File: config.mk
export PLATFORM = sky130hd
export DESIGN_NAME = mda_pwm_capture
export DESIGN_NICKNAME = d
export VERILOG_FILES = /design/src/rtl/mda_pwm_capture.sv
export SDC_FILE = /design/constraint.sdc
export NUM_CORES = 2
export LEC_CHECK = 0
export CAP_MARGIN = 20
export CORE_MARGIN = 8
export CORE_UTILIZATION = 50
export DETAILED_ROUTE_END_ITERATION = 8
export PLACE_DENSITY = 0.65
export RECOVER_POWER = 50
export SETUP_SLACK_MARGIN = 0.02
export SYNTH_ARGS = -nofsm -noshare
export SYNTH_HDL_FRONTEND = slang
export SYNTH_SLANG_ARGS = --single-unit
File: constraint.sdc
create_clock -name clk -period 6.25 [get_ports clk]
set_input_delay 1.25 -clock clk [delete_from_list [all_inputs] [get_ports clk]]
set_output_delay 1.25 -clock clk [all_outputs]
set_load 0.02 [all_outputs]
File: src/rtl/mda_pwm_capture.sv
// mda_pwm_capture: eight-channel PWM input capture.
// Measures the high time and period of each PWM_in bit in prescaled ticks.
// Results are read back over an Avalon-MM slave port with one cycle of read latency.
module mda_pwm_capture #(
  parameter int unsigned TICK_DIV = 50
) (
  input  logic        clk,
  input  logic        reset,
  input  logic        chipselect,
  input  logic        read,
  input  logic        write,
  input  logic [4:0]  addr,
  input  logic [31:0] writedata,
  output logic [31:0] readdata,
  input  logic [7:0]  PWM_in
);

  // state | meaning
  // ------+----------------------------------------------------------------
  // IDLE  | no period reference yet (after reset or timeout); waits for a rise
  // MEAS  | counting ticks since the last rise; each rise latches the results
  typedef enum logic {IDLE = 1'b0, MEAS = 1'b1} chan_state_t;

  localparam logic [15:0] TICK_LAST = 16'(TICK_DIV - 1);
  localparam logic [15:0] CNT_MAX   = 16'hFFFF;

  logic [15:0] presc;
  logic        tick;
  logic [7:0]  sync_meta;
  logic [7:0]  sync_s;
  logic [7:0]  sync_p;
  logic [7:0]  rise;
  logic [7:0]  fall;

  chan_state_t state       [8];
  logic [15:0] period_cnt  [8];
  logic [15:0] high_cnt    [8];
  logic [15:0] high_shadow [8];
  logic [15:0] high_reg    [8];
  logic [15:0] period_reg  [8];
  logic [7:0]  valid;
  logic [7:0]  timeout;

  logic        status_wr;
  logic [31:0] rd_mux;
  logic        unused_wdata;

  // With TICK_DIV=1 the prescaler sits at 0, so tick is held high.
  assign tick         = (presc == TICK_LAST);
  assign rise         = sync_s & ~sync_p;
  assign fall         = ~sync_s & sync_p;
  assign status_wr    = chipselect & write & (addr == 5'd16);
  assign unused_wdata = ^writedata[31:8];

  // Shared tick prescaler, counts 0..TICK_DIV-1.
  always_ff @(posedge clk) begin
    if (reset) begin
      presc <= '0;
    end else if (tick) begin
      presc <= '0;
    end else begin
      presc <= presc + 16'd1;
    end
  end

  // Two-flop synchronizer plus a delayed copy for edge detection.
  always_ff @(posedge clk) begin
    if (reset) begin
      sync_meta <= '0;
      sync_s    <= '0;
      sync_p    <= '0;
    end else begin
      sync_meta <= PWM_in;
      sync_s    <= sync_meta;
      sync_p    <= sync_s;
    end
  end

  // Per-channel measurement FSM, result latching and status bits.
  always_ff @(posedge clk) begin
    if (reset) begin
      state       <= '{default: IDLE};
      period_cnt  <= '{default: '0};
      high_cnt    <= '{default: '0};
      high_shadow <= '{default: '0};
      high_reg    <= '{default: '0};
      period_reg  <= '{default: '0};
      valid       <= '0;
      timeout     <= '0;
    end else begin
      for (int i = 0; i < 8; i++) begin
        // Clear first so a timeout set later in this block overrides it.
        if (status_wr && writedata[i]) begin
          timeout[i] <= 1'b0;
        end
        case (state[i])
          IDLE: begin
            if (rise[i]) begin
              period_cnt[i] <= {15'b0, tick};
              high_cnt[i]   <= {15'b0, tick};
              state[i]      <= MEAS;
            end
          end
          MEAS: begin
            if (fall[i]) begin
              high_shadow[i] <= high_cnt[i];
            end
            if (rise[i]) begin
              period_reg[i] <= period_cnt[i];
              high_reg[i]   <= high_shadow[i];
              valid[i]      <= 1'b1;
              period_cnt[i] <= {15'b0, tick};
              high_cnt[i]   <= {15'b0, tick};
            end else if (tick) begin
              if (period_cnt[i] == CNT_MAX) begin
                state[i]   <= IDLE;
                valid[i]   <= 1'b0;
                timeout[i] <= 1'b1;
              end else begin
                period_cnt[i] <= period_cnt[i] + 16'd1;
              end
              if (sync_s[i] && (high_cnt[i] != CNT_MAX)) begin
                high_cnt[i] <= high_cnt[i] + 16'd1;
              end
            end
          end
          default: state[i] <= IDLE;
        endcase
      end
    end
  end

  // Read address decode; the 24-31 window returns period and high time together.
  always_comb begin
    rd_mux = '0;
    case (addr[4:3])
      2'b00: rd_mux = {16'b0, high_reg[addr[2:0]]};
      2'b01: rd_mux = {16'b0, period_reg[addr[2:0]]};
      2'b10: if (addr[2:0] == 3'd0) rd_mux = {16'b0, timeout, valid};
      2'b11: rd_mux = {period_reg[addr[2:0]], high_reg[addr[2:0]]};
      default: rd_mux = '0;
    endcase
  end

  // Registered read data; holds its value between reads.
  always_ff @(posedge clk) begin
    if (reset) begin
      readdata <= '0;
    end else if (chipselect && read) begin
      readdata <= rd_mux;
    end
  end

endmodule

==> metrics.md <==
| Metric | Value |
|---|---|
| Status | `finished with violations` |
| Failing checks | `capacitance limit, slew limit` |
| Final Setup Violations | `0` |
| Average wire per standard cell | `around 20 um` |
| Detail Placement HPWL | `between 60,000 and 70,000 um` |
| TritonRoute pass-1 iters | `6` |
| Max-cap viol count | `6` |
| Grt total ovfl | `0` |
| PD cells | `approximately 280 nW/um^2` |
| Crit-path max FO | `160` |
| Hold path depth | `1` |
| Chip height | `approximately 270 um` |
| Met1 WL | `46,300 um` |
| Total Routing Usage GR | `0.2515` |
| Antenna-violating nets left | `0` |
| P_leak | `11.45 nW` |
| Clk_skew | `29.02 ps` |
| Complex-gate fraction of the synthesized area | `0.1846` |
| Setup Crit Path Kind | `in2reg` |
| First-pass GRT wire length | `149,800 um` |
| Core Area | `64,460 um^2` |
| CP required | `6750 ps` |
| TNS Setup | `0 ps` |
| Yosys reg bits | `736` |
| CTS buffer count | `79` |
| Clock Sinks | `736` |
| WL met2 | `38,130 um` |
| Main combinational cell family by area after synthesis | `simple AND/OR/NAND/NOR gates` |
| Share of cells above drive strength 1 | `0.07049` |
| Top Family by Delay on Critical Path | `buffers and inverters` |
| Cell variety after synth | `around 80` |
| Area Growth Syn to Fin | `11.33%` |
| CP arrival | `4950 ps` |
| Mapped Cells | `3,969` |
| Number of flops mapped to enable cells by yosys | `0` |
| Peak supply drop | `169.7 uV` |
| RSZ-0062 raised after global routing | `false` |
| Inst Count DP | `4,643` |
| H-tree depth | `3` |
| Max frequency | `~0.22 GHz` |
| Synth Area in Simple Gates | `0.2468` |
| Final Non-Filler Cells | `slightly below 5,000` |
| Clk buf depth | `3` |
| Worst-skew pair later-pin latency | `630 ps` |
| Antenna violations before repair | `5` |
| Avg Vias per Cell | `just under 6` |
| Vias | `28,640` |
| Cell depth of the worst flop-to-flop path | `6` |
| Finished Core Util | `0.5623` |
| CTS clock-pin slew for the worst setup and hold paths | `60 ps` |
| Worst hold path class | `reg2reg` |
| Stages on worst setup path | `6` |
| Ys Warns | `0` |
| Routed WL | `between 90,000 and 100,000 um` |
| CP bufs+invs | `3` |
| Drt initial violations | `3,180` |
| Synth Area in Adders | `0.006917` |
| CTS tree | `done` |
| Prevailing post-synth register cell | `dfxtp_1` |
| CTS hold repair buffers | `0` |
| Fin nets | `3,948` |
| Met3 wire len | `8860 um` |
| Sequential fraction of the synthesis area | `0.4525` |
| Worst setup EP type | `register` |
| Asr flop ratio synth | `0` |
| Synthesized Nets | `4,037` |
| Max Slew Vio Count | `193` |
| Mux contribution to synthesized area | `0.06210` |
| Die width | `~270 um` |
| DRC Markers | `0` |
| Worst Tran Pin Value | `2635 ps` |
| CP max stage delay | `1920 ps` |
| Starting Density | `0.5051` |
| Vias in the first global route | `around 25,000` |
| Final Critical Period | `4454 ps` |
| CTS root buf | `clkbuf_16` |
| Slew margin rel. | `-0.7565` |
| Top Layer Used | `met4` |
| Mapped Area | `32,560 um^2` |
| # IOs | `82` |
| Type of origin of the critical path | `input pin` |
| Post-cts sizing count | `0` |
| Total setup buffers inserted after CTS | `0` |
| Tcrit/Tclk final | `0.7127` |
| # rows | `93` |
| Average instance area after synthesis | `between 8 and 9 um^2` |
| IO Port Bufs | `57` |
| Largest net degree at the start of global routing | `161` |
| Final hold violation count | `0` |
| Die area | `about 74,000 um^2` |
| Crit path cell chain | `buf_8 -> clkbuf_1 -> buf_12 -> nor2_1 -> nand2_1 -> mux2i_1` |
| Slowest cell on crit path | `clkbuf_1` |
| Gpl congestion | `0.9149` |
| Xor and xnor fraction of the mapped netlist area | `0.006456` |
per-stage QoR:
| step | hold WS, ps | setup WS (ps) | cell area (um^2) | total power, mW |
|---|---|---|---|---|
| 2_1_floorplan | 413.8 | 3337 | 32560 | 5.059 |
| 3_3_place_gp | 415.9 | 2459 | 33370 | 5.167 |
| 3_5_place_dp | 426.4 | 2419 | 33410 | 5.168 |
| 4_1_cts | 435.9 | 3010 | 36170 | 10.11 |
| 5_1_grt | 452.2 | 1546 | 36240 | 10.35 |
| 6_report | 435.1 | 1796 | 36250 | 10.04 |
metal layers:
layer,up-vias,track usage
met1,13530,0.3901
met3,129,0.05469
met5,-,0
li1,14030,-
met4,0,0.08198
met2,959,0.3383
cells by family (layout without fill, tap and decap cells):
logic type,Yosys count,in the layout
and+or+nand+nor,1725,1725
AOI/OAI and AO/OA,995,995
DFF,736,736
buffers and inverters,331,306
muxes,140,140
xor gates and xnor gates,24,24
adders and majority gates,18,18
other,0,2
where the power goes:
group          switching [mW]  internal [mW]  total [mW]  leakage, nW
logic                   0.234         0.0938       0.328         4.17
clock network            1.96           3.01        4.97         1.35
registers              0.0341           4.71        4.74         5.93
cells in the final DEF, fill, tap and decap left out, types with 30 or more instances in the layout:
cell                n
a2111o_1           30
a21oi_1           589
and3_1             41
and4_1             34
buf_4              33
clkbuf_16          83
clkdlybuf4s50_1    53
dfxtp_1           736
inv_1              58
mux2i_1            76
mux4_2             48
nand2_1          1031
nand3_1           133
nand4_1            83
nor2_1            105
o2111ai_1          41
o21ai_0           118
o31ai_1            59
or3_1              94
or4_1              70
cell type report:
class                   count  area, um^2
fillers                  6054       28220
multi-input cells        2902       16490
flip-flops and latches    736       14730
clock buffers             116        2371
well taps                 855        1070
repair buffers            103       963.4
clock inverters            29       394.1
inverters                  58       217.7
diodes                      2       5.005
path summary, 6_finish.rpt:
kind           startpoint             end  slack [ps]
min reg2reg  sync_meta[5]       sync_s[5]         440
min          sync_meta[5]       sync_s[5]         440
max reg2reg      presc[0]  period_cnt[37]        1980
max                 reset  period_cnt[75]        1800
synth_stat cells, types with 13 or more instances:
| cell | number | area [um^2] |
|---|---|---|
| xor2_1 | 15 | 131.4 |
| o21ai_0 | 118 | 590.6 |
| nor2b_1 | 26 | 162.7 |
| a22oi_1 | 17 | 127.6 |
| and2_1 | 23 | 143.9 |
| nand4_1 | 83 | 519.3 |
| o31ai_1 | 59 | 442.9 |
| and3_1 | 41 | 256.5 |
| a2111o_1 | 30 | 337.8 |
| or3_1 | 94 | 588.1 |
| nor3_1 | 17 | 85.08 |
| and4_1 | 34 | 297.8 |
| dfxtp_1 | 736 | 14730 |
| or2_2 | 21 | 131.4 |
| mux4_2 | 48 | 1081 |
| a211oi_1 | 16 | 120.1 |
| o211ai_1 | 13 | 97.59 |
| nor4_1 | 15 | 93.84 |
| mux2_2 | 16 | 180.2 |
| nor2_1 | 107 | 401.6 |
| nand3_1 | 133 | 665.6 |
| a21oi_1 | 589 | 2948 |
| inv_1 | 58 | 217.7 |
| mux2i_1 | 76 | 760.7 |
| a31oi_1 | 28 | 175.2 |
| ha_1 | 18 | 225.2 |
| nand2_1 | 1031 | 3870 |
| clkbuf_1 | 223 | 837.1 |
| buf_2 | 31 | 155.2 |
| o2111ai_1 | 41 | 359.1 |
| or4_1 | 70 | 525.5 |
Power figures use the tool's default switching activity.
